<file path="config.mk">
export PLATFORM = sky130hd
export DESIGN_NAME = demux_stream_router_1to4
export DESIGN_NICKNAME = d
export VERILOG_FILES = /design/src/rtl/demux_router_pkg.sv /design/src/rtl/demux_out_slot.sv /design/src/rtl/demux_stream_router_1to4.sv
export SDC_FILE = /design/constraint.sdc
export NUM_CORES = 1
export LEC_CHECK = 0
export ABC_AREA = 1
export CAP_MARGIN = 30
export CORE_ASPECT_RATIO = 0.6
export CORE_MARGIN = 1
export CORE_UTILIZATION = 48
export DETAILED_ROUTE_END_ITERATION = 8
export PLACE_DENSITY = 0.84
export SLEW_MARGIN = 20
export SYNTH_ARGS = -nofsm -noshare
export SYNTH_HDL_FRONTEND = slang
export SYNTH_HIERARCHICAL = 1
export SYNTH_SLANG_ARGS = --single-unit
</file>
<file path="constraint.sdc">
create_clock -name clk -period 3.04 [get_ports clk]
set_input_delay 0.304 -clock clk [delete_from_list [all_inputs] [get_ports clk]]
set_output_delay 0.304 -clock clk [all_outputs]
set_load 0.05 [all_outputs]
</file>
<file path="src/rtl/demux_router_pkg.sv">
// Shared constants and FSM encoding for the 1:4 packet demux router.
// Latency: n/a (declarations only).
// Backpressure: n/a.
package demux_router_pkg;

    localparam int NUM_OUT = 4;
    localparam int DEST_W  = 2;

    typedef enum logic [1:0] {
        IDLE = 2'd0,
        FWD  = 2'd1,
        DROP = 2'd2
    } state_t;

endpackage

</file>
<file path="src/rtl/demux_out_slot.sv">
// Single-entry registered output buffer holding {data, last, dest}.
// Latency: 1 cycle from load to full.
// Backpressure: holds contents while full and not drained; load wins over drain.
module demux_out_slot
    import demux_router_pkg::*;
#(
    parameter int DATA_W = 8
) (
    input  logic              clk,
    input  logic              rst_n,
    input  logic              load,
    input  logic [DATA_W-1:0] load_data,
    input  logic              load_last,
    input  logic [DEST_W-1:0] load_dest,
    input  logic              drain,
    output logic              full,
    output logic [DEST_W-1:0] slot_dest,
    output logic [DATA_W-1:0] data,
    output logic              last
);

    always_ff @(posedge clk or negedge rst_n) begin
        if (!rst_n) begin
            full      <= 1'b0;
            slot_dest <= '0;
            data      <= '0;
            last      <= 1'b0;
        end else if (load) begin
            // A load in the same cycle as a drain replaces the departing beat.
            full      <= 1'b1;
            slot_dest <= load_dest;
            data      <= load_data;
            last      <= load_last;
        end else if (drain) begin
            full <= 1'b0;
        end
    end

endmodule

</file>
<file path="src/rtl/demux_stream_router_1to4.sv">
// 1:4 packet demux: destination locked on the first beat, disabled destinations drained and counted.
// Latency: 1 cycle from input accept to m_valid through a single registered slot.
// Backpressure: s_ready follows the slot (combinational on m_ready); dropped packets never stall.
module demux_stream_router_1to4
    import demux_router_pkg::*;
#(
    parameter int DATA_W = 8,
    parameter int CNT_W  = 8
) (
    input  logic               clk,
    input  logic               rst_n,
    input  logic               s_valid,
    output logic               s_ready,
    input  logic [DATA_W-1:0]  s_data,
    input  logic [DEST_W-1:0]  s_dest,
    input  logic               s_last,
    input  logic [NUM_OUT-1:0] en_mask,
    output logic [NUM_OUT-1:0] m_valid,
    input  logic [NUM_OUT-1:0] m_ready,
    output logic [DATA_W-1:0]  m_data,
    output logic               m_last,
    output logic               busy,
    output logic [CNT_W-1:0]   drop_count
);

    state_t            state, state_nxt;
    logic [DEST_W-1:0] lock_dest, lock_nxt;
    logic [DEST_W-1:0] load_dest;
    logic [DEST_W-1:0] slot_dest;
    logic              full, drain, slot_free;
    logic              load, drop_inc, ready_int;

    assign drain     = full & m_ready[slot_dest];
    assign slot_free = ~full | drain;

    always_comb begin
        state_nxt = state;
        lock_nxt  = lock_dest;
        load_dest = lock_dest;
        ready_int = 1'b0;
        load      = 1'b0;
        drop_inc  = 1'b0;
        case (state)
            IDLE: begin
                if (en_mask[s_dest]) begin
                    ready_int = slot_free;
                    if (s_valid && slot_free) begin
                        load      = 1'b1;
                        load_dest = s_dest;
                        lock_nxt  = s_dest;
                        if (!s_last) state_nxt = FWD;
                    end
                end else begin
                    ready_int = 1'b1;
                    if (s_valid) begin
                        if (s_last) drop_inc  = 1'b1;
                        else        state_nxt = DROP;
                    end
                end
            end
            FWD: begin
                ready_int = slot_free;
                if (s_valid && slot_free) begin
                    load = 1'b1;
                    if (s_last) state_nxt = IDLE;
                end
            end
            DROP: begin
                ready_int = 1'b1;
                if (s_valid && s_last) begin
                    drop_inc  = 1'b1;
                    state_nxt = IDLE;
                end
            end
            default: state_nxt = IDLE;
        endcase
    end

    always_ff @(posedge clk or negedge rst_n) begin
        if (!rst_n) begin
            state      <= IDLE;
            lock_dest  <= '0;
            drop_count <= '0;
        end else begin
            state     <= state_nxt;
            lock_dest <= lock_nxt;
            if (drop_inc && (drop_count != {CNT_W{1'b1}}))
                drop_count <= drop_count + CNT_W'(1);
        end
    end

    demux_out_slot #(.DATA_W(DATA_W)) u_slot (
        .clk       (clk),
        .rst_n     (rst_n),
        .load      (load),
        .load_data (s_data),
        .load_last (s_last),
        .load_dest (load_dest),
        .drain     (drain),
        .full      (full),
        .slot_dest (slot_dest),
        .data      (m_data),
        .last      (m_last)
    );

    always_comb begin
        m_valid = '0;
        for (int i = 0; i < NUM_OUT; i++)
            m_valid[i] = full && (slot_dest == DEST_W'(i));
    end

    // Reset must hold off the producer even though the FSM would otherwise say ready.
    assign s_ready = rst_n & ready_int;
    assign busy    = (state != IDLE) | full;

endmodule

</file>
After elaboration in Yosys (flattened, before gate mapping) --
Index checks and enable logic that the tools add are counted.
Word-level totals: register bits after elaboration 24, word-level logic and storage cells 67
Cells by class: add/subtract/negate cells 1, magnitude comparators 2, equal/unequal tests 12, muxes and demuxes 28, bitwise logic cells 5, reduce and logical (&&, ||, !) cells 12
Operators by type and width (count):
- 2-bit 2-to-1 mux | 11
- 1-bit 2-to-1 mux | 11
- 8-bit by 1-bit adder with 8-bit output (second input constant) | 1
- 2-bit != test (second input constant) | 4
- 8-bit != test (second input constant) | 1
- 1-bit logical AND | 7
- 2-bit equality test (second input constant) | 3
- 2-bit by 3-bit less-than comparator with 1-bit output (second input constant) | 2
- 3-bit != test (second input constant) | 2
- 2-bit one-hot mux with 3 select lines | 1
- 6-bit AND reduction | 1
- 1-bit binary-select mux with 2-bit select | 2
- 2-bit by 1-bit equality test with 1-bit output (second input constant) | 2
- 2-bit logical NOT | 2
- 1-bit one-hot mux with 2 select lines | 2
- 2-bit nonzero test | 2
- 1-bit one-hot mux with 3 select lines | 1
- 1-bit AND | 2
- 1-bit bitwise OR | 2
- 1-bit NOT | 1

Depth between registers and ports, before layout --
Gate-level depths: netlist of the first run.
word-level depth 9, mapped depth 11, depth with buffers taken out 10

Cells and area by module --
Netlist of the first run, hierarchy kept.
By module, submodules not included:
- demux_stream_router_1to4 | instances 1, cells each 118, area an instance 837.1 um^2, seq. area each 300.3 um^2
- demux_out_slot | instances 1, cells each 51, area an instance 457.9 um^2, seq. area each 300.3 um^2

Worst setup path before layout of the first run --
OpenSTA, ideal clock, no wires.
path type reg-to-output, start point register u_slot.slot_dest[0], end point output s_ready, data arrival time 1.941 ns, data required time 2.736 ns, path slack 0.795 ns, cell stages (with the launch flop) 8, buffers on the path 0, path through dfrtp_1 -> inv_1 -> nand2_1 -> nand2_1 -> nand2_1 -> nand3_1 -> nand2_1 -> a21boi_0
Between the ends: cells in the longest elaborated chain, start to end 7
RTL lines:
- start, declared | line demux_out_slot.sv:17 | output logic [DEST_W-1:0] slot_dest,
- start signal, assigned | line demux_out_slot.sv:31 | slot_dest <= load_dest;
- 1-bit binary-select mux with 2-bit select * | line demux_stream_router_1to4.sv:33 | assign drain = full & m_ready[slot_dest];
- 1-bit 2-to-1 mux (not written as such) * | line demux_stream_router_1to4.sv:33
- 1-bit AND * | line demux_stream_router_1to4.sv:33
- 1-bit bitwise OR * | line demux_stream_router_1to4.sv:34 | assign slot_free = ~full | drain;
- 1-bit 2-to-1 mux | line demux_stream_router_1to4.sv:45 | if (en_mask[s_dest]) begin
- 1-bit one-hot mux with 3 select lines * | line demux_stream_router_1to4.sv:43 | case (state)
- 1-bit AND * | line demux_stream_router_1to4.sv:113 | assign s_ready = rst_n & ready_int;
- end, declared | line demux_stream_router_1to4.sv:13 | output logic s_ready,
Every way passes the cells marked *; elsewhere a longest branch is shown, timed or not. The select of a mux whose other input is x is not followed.

Worst setup path after layout of the first run --
start point register u_slot.slot_dest[0], end point output m_valid[3]
Between the ends: cells in the longest elaborated chain, start to end 2
RTL lines:
- 2-bit equality test | line demux_stream_router_1to4.sv:109 | m_valid[i] = full && (slot_dest == DEST_W'(i));
- 1-bit logical AND | line demux_stream_router_1to4.sv:109
- end, declared | line demux_stream_router_1to4.sv:18 | output logic [NUM_OUT-1:0] m_valid,
No other way between the ends.

==> key figures, run 1 <==
Worst setup path
  • Max Fanout on Critical Path: 6
  • Crit-path slowest cell: clkdlybuf4s50_1
  • Worst setup SP type: flop
  • Data required, critical path: 2.74 ns
  • CP top delay family: buffers and inverters
  • Reg2Reg Setup Slack: 1.25 ns
  • CP Cell Sequence: inv_1, nor3_1, clkdlybuf4s50_1
  • WP buf/inv: 2
  • Crit end category: output pin
  • Setup CP Type: flop to output pin
  • Critical path data arrival time: 1.87 ns
  • Max stage delay on crit path: between 0.8 and 0.9 ns

Yosys
  • Syn nets: 192
  • Post-Syn Instances: 169
  • Synth cell count leaders: nand2_1 (80), dfrtp_1 (24), nand3_1 (13), inv_1 (11), nor2_1 (6)
  • Netlist cell types: 21
  • Synth async-reset ratio: 100.0%
  • Yosys top cell by area: dfrtp_1
  • Sequential share of the synthesized area: 46.38%
  • Synth Flop Type: dfrtp_1
  • Cell Area, Synth: 1295 sq um
  • Synthesized flop and latch total: 24
  • YS warnings: 6
  • Post-synth EDFFs: 0
  • Area contributors post-synth: dfrtp_1 (46%), nand2_1 (23%), nand3_1 (5.0%)
  • Top-count cell post-synth: nand2_1
  • Area share of the largest cell type after synthesis: 46.38%
  • Post-synthesis average cell area: 7.663 sq um

GRT
  • First-pass GRT wire length: 5457 um
  • Gr ovfl total: 0
  • Global Route Usage Sum: 23.82%
  • Initial antenna violation count: 0
  • Largest net degree at the start of global routing: 26
  • Number of global-route vias before repair: 1299

STA
  • Final Setup Violations: 0
  • Worst slew pin tran: 0.5051 ns
  • Final Skew: 0.008205 ns
  • Relative slew margins: between 60% and 70%
  • Final period utilization: 71.61%
  • Post-Route Setup TNS: 0 ns
  • Final Hold Fails: 0
  • Period minus WS final: 2.177 ns
  • RSZ-0062 raised after global routing: no
  • Max Freq: 0.4594 GHz
  • Final Max Tran Viols: 0

Floorplanning
  • Initial Utilization: ~50%
  • # IOs: 45
  • CORE AREA: 2522 sq um
  • Die height: about 42 um
  • Die width: 69.06 um
  • Die footprint: around 2900 sq um
  • # rows: 14

Routing
  • Post-Route WL: 3234 um
  • WL/cell: approximately 13 um
  • Drt initial violations: 64
  • # DRC: 0
  • Initial DRT Pass Iterations: 5
  • Number of routed nets with antenna violations: 0
  • Via Count: 1284
  • Avg Vias per Cell: 5.177

CTS
  • Root Driver: clkbuf_8
  • Clk buf depth: 2
  • Post-CTS resize count: 0
  • Clock-pin slew on the worst setup and hold paths: 0.09 ns
  • Cts bufs inserted: 3
  • Hold Buf Count CTS: 0
  • CTS tree: done
  • Setup bufs post-CTS: 0
  • Worst-Skew Late Latency: about 0.27 ns
  • Clk sink count: 24
  • # H-tree levels: 1

Pwr
  • Leakage: roughly 0.9 nW
  • Tot Pwr: 1.767 mW
  • Pwr Density: between 900 and 1000 nW/um^2
  • Peak supply drop: 0.6470 mV

Finish
  • Layout cell share with drive strength beyond 1: 9.259%
  • Fin nets: 240
  • Design area: between 1500 and 2000 sq um
  • Area growth, synth to finish: 40.00%
  • Multi-input gate area: between 600 and 700 sq um
  • FILL cells: 193
  • Register Area: about 600 sq um
  • Diode count: 0
  • Finished Core Util: 71.88%

Placement
  • Routability cong.: 0.8706
  • Post-DP HPWL: 2438 um
  • Placement Cell Area: 1758 sq um
  • Port buffer count: 44

Hold path
  • Worst min-delay path class: input port to async pin

Outcome
  • Status: finished, final reports clean

Run
  • Max-cap violations: 0
through the flow:
| step | hold slack (ns) | setup slack [ns] | cells |
|---|---|---|---|
| 3_3_place_gp | 0.4541 | 1.146 | 244 |
| 3_5_place_dp | 0.4621 | 1.091 | 244 |
| 2_1_floorplan | 0.008409 | 0.7954 | 169 |
| 6_report | 0.3814 | 0.8632 | 248 |
| 4_1_cts | 0.3908 | 0.8693 | 248 |
| 5_1_grt | 0.4216 | 0.7708 | 248 |
path summary, 6_finish.rpt:
path	from	to	depth (start not counted)
setup / recovery	u_slot/slot_dest[0]	m_valid[3]	3
hold / removal	rst_n	state[0]	2
setup reg to reg	u_slot/slot_dest[0]	u_slot/slot_dest[1]	11
hold reg to reg	u_slot/data[7]	u_slot/data[7]	2
max in group asynchronous	rst_n	drop_count[6]	2
min in group clk	u_slot/data[7]	u_slot/data[7]	2
per-layer routing:
layer  up-vias  global-route usage, %  part of all wire (%)
li1        627                      -                     -
met1       592                  28.21                    44
met2        53                  42.72                    49
met3        12                  6.250                   5.9
met4         0                  7.755                   1.6
met5         -                      0                     0
cell type report:
cell class                      count  share of cell area [%]
Timing Repair Buffer               46                   24.98
Tap cell                           32                   2.208
Inverter                           14                   2.899
Multi-Input combinational cell    128                   33.75
Sequential cell                    24                   33.13
Clock buffer                        4                   3.037
power by group:
part	switching (mW)	leakage, nW	total (mW)	internal (mW)
registers	0.0991	0.308	0.535	0.436
logic	0.689	0.545	1.02	0.326
clock network	0.100	0.0288	0.216	0.116
total	0.888	0.882	1.77	0.878
registers in the layout, indices dropped and copies added (netlist names):
signal and cells:
drop_count 8, lock_dest 2, state 2, u_slot/data 8, u_slot/full 1, u_slot/last 1, u_slot/slot_dest 2
placed cells by master (no fill, tap or decap), drive strengths merged:
cell type      instances
o21ai                  5
nand3b                 1
nor3                   4
inv                   14
clkdlybuf4s50         43
dfrtp                 24
a31oi                  1
ha                     1
a21oi                  4
buf                    3
nand2                 81
a21boi                 1
xnor2                  5
nor2                   7
nand4                  1
clkbuf                 4
nand3                 17
cell families after synthesis:
kind of cell / Yosys count / synth area share [%]
buf+inv: 17 / 6.377
xor+xnor: 5 / 3.381
simple gates: 111 / 37.01
fa+ha+maj: 1 / 0.9660
flops: 24 / 46.38
compound gates: 11 / 5.894
worst register-to-register path, stage by stage, from the launching register on:
cell     delay [ns]
dfrtp_1        0.45
inv_1          0.15
nand2_1        0.08
nand2_1        0.06
nand2_1        0.06
nand3_1        0.14
nand2_1        0.09
a21oi_1        0.15
buf_4          0.22
inv_2          0.13
nand2_1        0.10
nand2_1        0.05
Power figures use the tool's default switching activity.
==> run 2, diff against run 1 <==
Settings changed: CORE_UTILIZATION 48 to 40, PLACE_DENSITY 0.84 to 0.75.
Clock period 3.04 ns to 1.89 ns, I/O delays scaled along.
==> run 2 against run 1 <==
Via count fell by 1.0%. Non-clock buffer count rose by 4. Critical path depth rose by 5. Combinational power rose by 66%. Wire length rose by 6.9%. Total power rose by 71%.
==> key figures, run 2 (synthesis gave the netlist of run 1 again) <==
CTS
  • Hold Buf Count CTS: 0 (unchanged)
  • # H-tree levels: 1 (unchanged)
  • Clk sink count: 24 (unchanged)
  • Clk buf depth: 2 (unchanged)
  • Clock-pin slew on the worst setup and hold paths: 0.09 ns (about the same)
  • CTS tree: done (unchanged)
  • Worst-Skew Late Latency: 0.27 ns (about the same)
  • Root Driver: clkbuf_8 (unchanged)
  • Cts bufs inserted: 3 (unchanged)

STA
  • Relative slew margins: 65.75% (was 66.22%)
  • RSZ-0062 raised after global routing: no (unchanged)
  • Final Skew: 0.004684 ns (was 0.008205 ns)
  • Final Max Tran Viols: 0 (unchanged)
  • Final WS setup: 0.1058 ns (was 0.8632 ns)
  • Period minus WS final: 1.784 ns
  • Post-Route Setup TNS: 0 ns (unchanged)
  • Worst slew pin tran: 0.5121 ns (was 0.5051 ns)
  • Worst Hold Slack: 0.2970 ns (was 0.3814 ns)
  • Max Freq: 0.5605 GHz
  • Final period utilization: 94.40%
  • Final Setup Violations: 0 (unchanged)
  • Final Hold Fails: 0 (unchanged)

Worst setup path
  • Crit-path slowest cell: dfrtp_2 (was clkdlybuf4s50_1)
  • Most frequent CP cell: nand2_1
  • Worst setup path startpoint: u_slot/slot_dest[0] (unchanged)
  • Max Fanout on Critical Path: 4 (was 6)
  • Crit path to: s_ready (was m_valid[3])
  • Worst setup SP type: flop (unchanged)
  • Data required, critical path: 1.70 ns (was 2.74 ns)
  • Max stage delay on crit path: 0.43 ns (was 0.83 ns)
  • Critical path depth in cells: 8 (was 3)
  • Critical path data arrival time: 1.60 ns (was 1.87 ns)
  • Reg2Reg Setup Slack: 0.25 ns (was 1.25 ns)
  • Setup CP Type: flop to output pin (unchanged)
  • Crit end category: output pin (unchanged)
  • CP Cell Sequence: inv_1, nand2_1, nand2_1, nand2_1, nand3_1, nand2_1, a21boi_2, buf_12 (was inv_1, nor3_1, clkdlybuf4s50_1)
  • R2r startpoint: state[0] (was u_slot/slot_dest[0])
  • FF-to-FF End: u_slot/slot_dest[0] (was u_slot/slot_dest[1])
  • WP buf/inv: 2 (unchanged)
  • Worst reg2reg path depth: 7 (was 11)
  • CP top delay family: flip-flops (was buffers and inverters)

Floorplanning
  • Die width: 75.46 um (was 69.06 um)
  • Die height: 46.08 um (was 42.24 um)
  • # rows: 15 (was 14)
  • Die footprint: 3477 sq um (was 2917 sq um)
  • CORE AREA: 2965 sq um (was 2522 sq um)
  • Initial Utilization: 43.67% (was 51.34%)
  • # IOs: 45 (unchanged)

Pwr
  • Leakage: 0.9202 nW (was 0.8818 nW)
  • Peak supply drop: 0.8798 mV (was 0.6470 mV)
  • Pwr Density: 1604 nW/um^2 (was 974.5 nW/um^2)

Placement
  • Post-DP HPWL: 2539 um (was 2438 um)
  • Port buffer count: 44 (unchanged)
  • Routability cong.: 0.8613 (was 0.8706)
  • DP Worst Slack: 0.1079 ns (was 1.091 ns)

Finish
  • Layout cell share with drive strength beyond 1: 13.64% (was 9.259%)
  • Fin nets: 244 (was 240)
  • Most common cell after layout, fill and taps aside: nand2_1 (unchanged)
  • Biggest regs: drop_count x8, u_slot/data x8 (unchanged)
  • Multi-input gate area: 615.6 sq um (was 611.8 sq um)
  • Highest-count cells in the layout ignoring fill and taps: nand2_1 (80), clkdlybuf4s50_1 (38), dfrtp_1 (23) (was nand2_1 (80), clkdlybuf4s50_1 (43), dfrtp_1 (24))
  • Register Area: 601.8 sq um (was 600.6 sq um)
  • Diode count: 0 (unchanged)
  • Area growth, synth to finish: 45.02% (was 40.00%)
  • FILL cells: 266 (was 193)

GRT
  • Global Route Usage Sum: 21.76% (was 23.82%)
  • First-pass GRT wire length: 5520 um (was 5457 um)
  • Largest net degree at the start of global routing: 25 (was 26)
  • Gr ovfl total: 0 (unchanged)
  • Initial antenna violation count: 0 (unchanged)
  • Number of global-route vias before repair: 1230 (was 1299)

Hold path
  • Worst min-delay path class: input port to async pin (unchanged)

Routing
  • Met2 WL: 1603 um (was 1581 um)
  • # DRC: 0 (unchanged)
  • Post-Route WL: 3456 um (was 3234 um)
  • Drt initial violations: 147 (was 64)
  • WL/cell: 13.19 um (was 13.04 um)
  • Via Count: 1271 (was 1284)
  • Number of routed nets with antenna violations: 0 (unchanged)
  • Met3 WL: 273 um (was 191 um)
  • Top Metal Used: met4 (unchanged)
  • Avg Vias per Cell: 4.851 (was 5.177)
  • Initial DRT Pass Iterations: 4 (was 5)
  • Wl on met1: 1571 um (was 1408 um)

Outcome
  • Status: finished, final reports clean (unchanged)

Run
  • Max-cap violations: 0 (unchanged)
[run 2: cell types whose count changed in the layout (fill, tap and decap cells not counted), sizes merged]
cell and delta:
bufinv +1, buf +8, clkdlybuf4s50 -5, dlygate4sd2 +1
clkbuf -1
[run 2: final cells by class]
type,count,share of cell area [%]
multi-input combinational,128,32.78
sequential,24,32.05
timing repair buffer,50,25.78
inverter,14,2.798
tap,42,2.798
clock buffer,3,2.199
clock inverter,1,1.599
[run 2: layer usage]
metal  global-route usage [%]  up-vias
met5                        0        -
met4                    5.556        0
met3                    5.689        2
met2                    35.18       62
met1                    29.46      578
li1                         -      629
[run 2: how the worst min path moves through the flow]
stage / startpoint / to / slack, ns / cells past startpoint
CTS: rst_n / drop_count[5] / 0.30 / 2
detailed placement: u_slot/data[2] / u_slot/data[2] / 0.46 / 2
global placement: u_slot/data[5] / u_slot/data[5] / 0.45 / 2
global route: rst_n / u_slot/data[1] / 0.35 / 2
floorplan: rst_n / drop_count[0] / -0.11 / 0
finish: rst_n / drop_count[5] / 0.30 / 2
[run 2: where the power goes]
| group | switching [mW] | internal, mW | total [mW] | leakage [nW] |
|---|---|---|---|---|
| logic | 1.14 | 0.554 | 1.69 | 0.578 |
| registers | 0.158 | 0.703 | 0.862 | 0.306 |
| clock network | 0.173 | 0.283 | 0.456 | 0.0357 |
| total | 1.47 | 1.54 | 3.01 | 0.920 |
[run 2: per-stage QoR]
| stage | power [mW] | util (%) | instance area, sq um | cells |
|---|---|---|---|---|
| after floorplan | 1.966 | - | 1295 | 169 |
| after global placement | 2.472 | 60.30 | 1788 | 256 |
| after detailed placement | 2.525 | 60.30 | 1788 | 256 |
| after CTS | 2.989 | 62.66 | 1858 | 260 |
| after global routing | 3.187 | 63.33 | 1878 | 262 |
| final | 3.013 | 63.33 | 1878 | 262 |
[run 2: what timing repair did]
item / CTS / global route
endpoints found under the hold margin: 0 / 0
pin swaps: 0 / 1
resized for setup: 1 / 2
setup buffers: 0 / 2
endpoints found under the setup margin: 1 / 1
==> run 3, diff against run 2 <==
Settings changed: CAP_MARGIN 30 to not set.
==> results of run 3 <==
No change in the layout: final DEF, timing and power equal those of run 2.
